### src/rtl/updown_timer.sv
// HH:MM:SS up/down timer with tick prescaler, count-down expiry, clamped preset load
// and edge-detected start/stop. Optional lap capture is enabled by defining LAP_EN.
module updown_timer #(
    parameter int TICK_DIV = 50_000_000,
    parameter int HOUR_MAX = 23
) (
    input  logic        clk,
    input  logic        rst_n,
    input  logic        en_i,
    input  logic        start_stop_i,
    input  logic        clr_i,
    input  logic        load_i,
    input  logic [23:0] load_time_i,
    input  logic        mode_i,
    input  logic        lap_i,
    output logic [23:0] time_bus_o,
    output logic [23:0] lap_bus_o,
    output logic        running_o,
    output logic        done_o,
    output logic        wrap_o
);

    // state   | meaning
    // ST_STOP | time held, prescaler held at 0
    // ST_RUN  | prescaler counting, time steps on each terminal count
    typedef enum logic {
        ST_STOP = 1'b0,
        ST_RUN  = 1'b1
    } state_e;

    localparam int            PW       = (TICK_DIV > 1) ? $clog2(TICK_DIV) : 1;
    localparam logic [PW-1:0] PRE_LAST = PW'(TICK_DIV - 1);
    localparam logic [4:0]    HH_MAX   = 5'(HOUR_MAX);

    state_e        state_q, state_d;
    logic [PW-1:0] pre_q, pre_d;
    logic [4:0]    hh_q, hh_d;
    logic [5:0]    mm_q, mm_d;
    logic [5:0]    ss_q, ss_d;
    logic          done_q, done_d;
    logic          wrap_q, wrap_d;
    logic          start_q;

    logic          running;
    logic          start_edge;
    logic          tick;
    logic          time_zero;
    logic          start_ignored;

    logic [4:0]    hh_up, hh_dn, ld_hh;
    logic [5:0]    mm_up, mm_dn, ld_mm;
    logic [5:0]    ss_up, ss_dn, ld_ss;
    logic          up_wrap;
    logic          dn_zero;

    logic          unused_ld_bits;

    assign running       = (state_q == ST_RUN);
    assign start_edge    = start_stop_i & ~start_q & en_i;
    assign tick          = running & (pre_q == PRE_LAST);
    assign time_zero     = (hh_q == 5'd0) && (mm_q == 6'd0) && (ss_q == 6'd0);
    assign start_ignored = mode_i & time_zero & ~running;

    assign unused_ld_bits = ^{load_time_i[23:21], load_time_i[15:14], load_time_i[7:6]};

    // Preset fields are clamped independently before being loaded.
    assign ld_ss = (load_time_i[5:0]   > 6'd59) ? 6'd59  : load_time_i[5:0];
    assign ld_mm = (load_time_i[13:8]  > 6'd59) ? 6'd59  : load_time_i[13:8];
    assign ld_hh = (load_time_i[20:16] > HH_MAX) ? HH_MAX : load_time_i[20:16];

    always_comb begin
        ss_up   = ss_q + 6'd1;
        mm_up   = mm_q;
        hh_up   = hh_q;
        up_wrap = 1'b0;
        if (ss_q >= 6'd59) begin
            ss_up = 6'd0;
            mm_up = mm_q + 6'd1;
            if (mm_q >= 6'd59) begin
                mm_up = 6'd0;
                if (hh_q >= HH_MAX) begin
                    hh_up   = 5'd0;
                    up_wrap = 1'b1;
                end else begin
                    hh_up = hh_q + 5'd1;
                end
            end
        end
    end

    // A down step from 00:00:00 (mode flipped while running) stays at zero.
    always_comb begin
        ss_dn = ss_q - 6'd1;
        mm_dn = mm_q;
        hh_dn = hh_q;
        if (ss_q == 6'd0) begin
            ss_dn = 6'd59;
            mm_dn = mm_q - 6'd1;
            if (mm_q == 6'd0) begin
                mm_dn = 6'd59;
                hh_dn = hh_q - 5'd1;
            end
        end
        if (time_zero) begin
            ss_dn = 6'd0;
            mm_dn = 6'd0;
            hh_dn = 5'd0;
        end
        dn_zero = (hh_dn == 5'd0) && (mm_dn == 6'd0) && (ss_dn == 6'd0);
    end

    always_comb begin
        state_d = state_q;
        pre_d   = pre_q;
        hh_d    = hh_q;
        mm_d    = mm_q;
        ss_d    = ss_q;
        done_d  = done_q;
        wrap_d  = 1'b0;
        if (clr_i) begin
            state_d = ST_STOP;
            pre_d   = '0;
            hh_d    = 5'd0;
            mm_d    = 6'd0;
            ss_d    = 6'd0;
            done_d  = 1'b0;
        end else if (load_i && !running) begin
            hh_d   = ld_hh;
            mm_d   = ld_mm;
            ss_d   = ld_ss;
            done_d = 1'b0;
        end else if (start_edge && !start_ignored) begin
            state_d = running ? ST_STOP : ST_RUN;
            pre_d   = '0;
            done_d  = 1'b0;
        end else if (tick) begin
            pre_d = '0;
            if (!mode_i) begin
                hh_d   = hh_up;
                mm_d   = mm_up;
                ss_d   = ss_up;
                wrap_d = up_wrap;
            end else begin
                hh_d = hh_dn;
                mm_d = mm_dn;
                ss_d = ss_dn;
                if (dn_zero) begin
                    done_d  = 1'b1;
                    state_d = ST_STOP;
                end
            end
        end else if (running) begin
            pre_d = pre_q + PW'(1);
        end
    end

    always_ff @(posedge clk or negedge rst_n) begin
        if (!rst_n) begin
            state_q <= ST_STOP;
            pre_q   <= '0;
            hh_q    <= 5'd0;
            mm_q    <= 6'd0;
            ss_q    <= 6'd0;
            done_q  <= 1'b0;
            wrap_q  <= 1'b0;
            start_q <= 1'b0;
        end else begin
            state_q <= state_d;
            pre_q   <= pre_d;
            hh_q    <= hh_d;
            mm_q    <= mm_d;
            ss_q    <= ss_d;
            done_q  <= done_d;
            wrap_q  <= wrap_d;
            start_q <= start_stop_i;
        end
    end

    assign time_bus_o = {3'b000, hh_q, 2'b00, mm_q, 2'b00, ss_q};
    assign running_o  = running;
    assign done_o     = done_q;
    assign wrap_o     = wrap_q;

`ifdef LAP_EN
    logic        lap_q;
    logic        lap_edge;
    logic [23:0] lap_bus_q, lap_bus_d;

    assign lap_edge = lap_i & ~lap_q & en_i;

    // Lap captures the displayed value from before the edge; clear still wins.
    always_comb begin
        lap_bus_d = lap_bus_q;
        if (clr_i) begin
            lap_bus_d = '0;
        end else if (lap_edge) begin
            lap_bus_d = time_bus_o;
        end
    end

    always_ff @(posedge clk or negedge rst_n) begin
        if (!rst_n) begin
            lap_q     <= 1'b0;
            lap_bus_q <= '0;
        end else begin
            lap_q     <= lap_i;
            lap_bus_q <= lap_bus_d;
        end
    end

    assign lap_bus_o = lap_bus_q;
`else
    logic unused_lap;
    assign unused_lap = lap_i;
    assign lap_bus_o  = 24'h000000;
`endif

endmodule

### config.mk
export PLATFORM = sky130hd
export DESIGN_NAME = updown_timer
export DESIGN_NICKNAME = d
export VERILOG_FILES = /design/src/rtl/updown_timer.sv
export SDC_FILE = /design/constraint.sdc
export NUM_CORES = 1
export LEC_CHECK = 0
export BUFFER_PORTS_ARGS = -buffer_cell sky130_fd_sc_hd__buf_2
export CAP_MARGIN = 20
export CORE_ASPECT_RATIO = 1.1
export CORE_UTILIZATION = 62
export CTS_BUF_LIST = sky130_fd_sc_hd__clkbuf_4 sky130_fd_sc_hd__clkbuf_8
export DETAILED_ROUTE_END_ITERATION = 6
export GPL_TIMING_DRIVEN = 1
export PLACE_DENSITY = 0.9
export REMOVE_ABC_BUFFERS = 1
export SETUP_SLACK_MARGIN = 0.15
export SYNTH_ARGS = -nofsm -noshare
export SYNTH_HDL_FRONTEND = slang
export SYNTH_SLANG_ARGS = --single-unit
export TNS_END_PERCENT = 5
### constraint.sdc
create_clock -name clk -period 6.6 [get_ports clk]
set_input_delay 0 -clock clk [delete_from_list [all_inputs] [get_ports clk]]
set_output_delay 0 -clock clk [all_outputs]
set_load 0.01 [all_outputs]
==> results.md <==
Outcome:
- The run finished with clean final reports.

GRT:
- The wire length of the first global-routing pass is 16.2 mm.
- Across every metal layer, demand over resource in global routing totals 0.306.
- After global routing, the most crowded layer is met2.
- The global-route track usage on met2 is 0.522.
- The met1 track utilization from global routing is 0.379.
- The maximum number of pins on one net before global-route repair is 48.
- The number of antenna violations at the first check in global routing was 0.
- The overflow left after global routing is 0.
- The via count of the first global-routing pass is 3491.
- In the global route stage, met3 resource usage came out at 0.0505.

Synthesis:
- The dominant combinational cell family by area after synthesis is simple AND/OR/NAND/NOR gates.
- After synthesis the cells add up to 3900 um^2.
- The sequential-to-total area share from yosys stat is 0.302.
- The number of enable-type register cells in the synthesized netlist is 0.
- For this run, the leading register cell type out of synthesis is sky130_fd_sc_hd__dfrtp_1.
- A synthesized cell averages 8.10 um^2.
- The fraction of the mapped netlist area in compound gates is 0.198.
- Yosys mapped the design onto 69 distinct sky130hd cell types.
- Of the total synthesized cell area, the portion taken by AND, OR, NAND and NOR gates is 0.286.
- The xor/xnor share of the synthesized area is 0.0539.
- In this run, synthesis produced a sequential element count of 47.
- The portion of synthesized area spent on multiplexers is 0.0331.
- The total of warnings raised by yosys is 0.
- The share of flip-flops with an asynchronous set or reset after synthesis is 1.00.
- The post-synthesis adder-cell area fraction is 0.0250.
- The cell count after synthesis is 481.

Timing:
- The setup skew after layout is 0.0138 ns.
- The number of hold-slack violations in the final timing report is 0.
- At the pin with the least slew margin, the transition time is 0.871 ns.
- The remaining max-slew budget at the tightest pin is 0.411.
- Setup repair after global routing left no endpoint under its margin.
- Setup violations remaining at the end of the flow were counted as 0.
- The routed design could run at a clock period as short as 3.40 ns.
- The final number of max-transition violations was 0.
- In the final timing run, aggregate negative setup slack is 0 ns.
- Of the available clock period, the critical path in the final layout requires 0.515.
- The highest clock rate is 294 MHz.

Clock network:
- CTS placed an instance of sky130_fd_sc_hd__clkbuf_8 at the clock tree root.
- The clock tree synthesis step divided the H-tree into 2 levels.
- The number of buffers on the longest clock path is 2.
- After clock tree synthesis, the clock-pin slew on the worst setup and hold paths is 0.10 ns.
- The tree built by TritonCTS fans out to 47 sinks.
- The clock buffer count from CTS is 5.
- After clock tree synthesis, the setup repair step added 0 buffers.
- TritonCTS built the clock tree.
- Clock latency on the worst-skew pair, taken at its later pin, is 0.30 ns.

Min path:
- The endpoint of the worst hold path is ss_q[4].
- In this run the worst hold path is classified as primary input to register.
- The worst hold path passes through 3 cells.
- The worst hold path startpoint is load_time_i[4].

Floorplan:
- The placeable core area is 5910 um^2.
- The die height is 85.1 um.
- The number of primary I/O pins is 83.
- The initial utilization of the core area, before any placement, comes to 0.659.
- In this run the core area contains 29 standard-cell rows.
- The floorplan die area is 6610 um^2.
- The width of the die is 77.6 um.

Setup path:
- The required time of the critical path is 6.84 ns.
- Together, buffers and inverters on the worst path number 1.
- The cell family contributing the most delay on the critical path is simple AND/OR/NAND/NOR gates.
- The startpoint type of the worst setup path is a register.
- The worst register-to-register path has a depth of 8.
- The master of the slowest instance on the critical path is sky130_fd_sc_hd__or3_1.
- The signal on the critical path passes through inv_1 > ha_1 > nor4b_2 > nand3_1 > o31a_1 > or3_1 > nor3_1 > a22o_1.
- The path length in cells of the critical path is 8.
- The setup check on the worst reg-to-reg path leaves a slack of 3.20 ns.
- The end of the worst register-to-register path is pre_q[13].
- In this run the critical register-to-register path is launched from hh_q[0].
- The nature of the critical path endpoint is a register.
- The largest fanout on the critical path is 9.
- The largest single stage delay on the critical path is 0.53 ns.
- STA puts the critical path data arrival time at 3.64 ns.
- The type of the worst setup path is register to register.

Place:
- Counting tap cells, the placed design contains a total of 578 instances.
- The final weighted congestion in routability-driven placement is 1.05.
- After detailed placement, the total cell area comes to 4000 um^2.
- The count of input and output buffers is 43.
- The total half-perimeter wirelength after legalization and detailed placement is 7.00 mm.

Finish:
- The final net count is 551.
- Relative to the synthesized area, the layout overhead comes to 6.52%.
- The number of antenna cells inserted is 0.
- The design area is 4150 um^2.
- The number of standard cells in the layout, taps in and fillers out is 590.
- Counting the fill cells in the layout gives 466.
- Of the cells placed in the final design, the portion with a size suffix greater than 1 is 0.146.

Route:
- In this run, the number of DRC markers left after iteration 0 of detailed routing was 399.
- The number of optimization iterations in the first detailed-route pass is 5.
- Summed over all layers, the routed wires come to 9.76 mm.
- The vias after detailed routing is 3745.
- The number of routed nets with antenna violations is 0.
- Dividing the detail-routed wire length by the instance count gives 16.5 um.
- In the routed design, unresolved DRC markers number 0.
- The routed via count divided by cell count is 6.35.

Pwr:
- The final total power is 767 uW.
- Power spread over the standard cell area amounts to 185 nW/um^2.
- The leakage power summed over all cells is 0.00177 uW.
- The worst-case IR drop observed on VDD is 0.0980 mV.

Run:
- The tool flagged a number of max-cap violations equal to 0.
## sequential cells by signal, indices dropped and copies added (netlist names)
name and flops:
running_o 1, done_o 1, hh_q 5, ss_q 6, start_q 1, wrap_o 1
mm_q 6, pre_q 26
## report_power, final
part           total [uW]  internal, uW  switching (uW)
registers             344           303            41.7
clock network         190          90.2            99.8
logic                 233          94.2             139
## synth_stat cells (3+ instances only)
cell,n,area [um^2]
sky130_fd_sc_hd__nor3b_1,3,22.5
sky130_fd_sc_hd__nor2_1,57,214
sky130_fd_sc_hd__a31oi_1,5,31.3
sky130_fd_sc_hd__nand2b_1,9,56.3
sky130_fd_sc_hd__or4_1,4,30.0
sky130_fd_sc_hd__nand4_1,9,56.3
sky130_fd_sc_hd__a22o_1,6,52.6
sky130_fd_sc_hd__nand2_1,26,97.6
sky130_fd_sc_hd__a21oi_1,22,110
sky130_fd_sc_hd__xnor2_1,21,184
sky130_fd_sc_hd__xor2_1,3,26.3
sky130_fd_sc_hd__mux2_2,7,78.8
sky130_fd_sc_hd__and2_1,6,37.5
sky130_fd_sc_hd__clkbuf_1,17,63.8
sky130_fd_sc_hd__inv_1,16,60.1
sky130_fd_sc_hd__ha_1,7,87.6
sky130_fd_sc_hd__o21ai_0,26,130
sky130_fd_sc_hd__nor4bb_1,3,30.0
sky130_fd_sc_hd__nor4_1,4,25.0
sky130_fd_sc_hd__nor4b_1,5,43.8
sky130_fd_sc_hd__or2_2,4,25.0
sky130_fd_sc_hd__or4b_1,3,30.0
sky130_fd_sc_hd__buf_2,3,15.0
sky130_fd_sc_hd__a22oi_1,6,45.0
sky130_fd_sc_hd__a21o_1,4,30.0
sky130_fd_sc_hd__nand3_1,24,120
sky130_fd_sc_hd__a311oi_1,4,35.0
sky130_fd_sc_hd__o21ai_1,3,15.0
sky130_fd_sc_hd__o21a_1,3,22.5
sky130_fd_sc_hd__and4_1,5,43.8
sky130_fd_sc_hd__mux2i_1,5,50.1
sky130_fd_sc_hd__o211ai_1,5,37.5
sky130_fd_sc_hd__nor3_1,20,100
sky130_fd_sc_hd__or3_1,6,37.5
sky130_fd_sc_hd__buf_4,33,248
sky130_fd_sc_hd__dfrtp_1,47,1180
sky130_fd_sc_hd__o22ai_1,8,50.1
## per-stage QoR
stage / hold WS (ns) / util / setup WS (ns)
3_3_place_gp: 0.130 / 0.677 / 3.36
2_1_floorplan: -0.296 / - / 3.30
3_5_place_dp: 0.134 / 0.677 / 3.29
4_1_cts: 0.0123 / 0.698 / 3.25
5_1_grt: 0.0418 / 0.702 / 2.86
6_report: 0.0114 / 0.702 / 3.20
## layout make-up
class	instances	area [um^2]	share of cell area
sequential	47	1180	0.283
clock inverter	1	8.76	0.00211
multi-input combinational	393	2440	0.588
timing repair buffer	49	280	0.0675
tap	77	96.3	0.0232
inverter	16	60.1	0.0145
clock buffer	7	90.1	0.0217
## worst min-delay path, cell delays in order
cell and delay, ns:
sky130_fd_sc_hd__buf_2 0.09, sky130_fd_sc_hd__a2bb2oi_1 0.06, sky130_fd_sc_hd__a21oi_1 0.13
## layout by cell type (no fill, tap or decap), types with 6 or more instances in the layout
cell type and count:
sky130_fd_sc_hd__mux2_2 7, sky130_fd_sc_hd__or3_1 6, sky130_fd_sc_hd__a21oi_1 22, sky130_fd_sc_hd__nor2_1 57, sky130_fd_sc_hd__o22ai_1 8, sky130_fd_sc_hd__a22o_1 6, sky130_fd_sc_hd__xnor2_1 21, sky130_fd_sc_hd__ha_1 7
sky130_fd_sc_hd__o21ai_0 26, sky130_fd_sc_hd__buf_2 43, sky130_fd_sc_hd__conb_1 31, sky130_fd_sc_hd__nand2b_1 9, sky130_fd_sc_hd__nor3_1 20, sky130_fd_sc_hd__and2_1 6, sky130_fd_sc_hd__nand3_1 24, sky130_fd_sc_hd__inv_1 16
sky130_fd_sc_hd__nand4_1 9, sky130_fd_sc_hd__dfrtp_1 47, sky130_fd_sc_hd__nand2_1 26, sky130_fd_sc_hd__clkbuf_8 6, sky130_fd_sc_hd__a22oi_1 6
## worst max-delay path by stage
stage,end,slack (ns),startpoint
global placement,pre_q[9],3.36,hh_q[0]
global route,mm_q[4],2.86,hh_q[0]
finish,pre_q[13],3.20,hh_q[0]
CTS,pre_q[13],3.25,hh_q[1]
floorplan,pre_q[11],3.30,pre_q[9]
detailed placement,pre_q[11],3.29,hh_q[1]
## what timing repair did
action / in CTS / in global routing
endpoints found under the hold margin: 49 / 0
resized for setup: 0 / 0
hold buffers: 3 / 0
## layer usage
layer  part of all wire  up-vias
met5                  0        -
met4              0.034        0
met3              0.061       29
met2               0.50      182
met1               0.41     1771
li1                   -     1763
## cells by family after synthesis
group                      Yosys count
AOI/OAI and AO/OA                  116
muxes                               12
xor gates and xnor gates            24
buffers and inverters               71
and+or+nand+nor                    202
adders and majority gates            8
other                                1
DFF                                 47
Note: power is estimated with default switching activity, not from simulation.
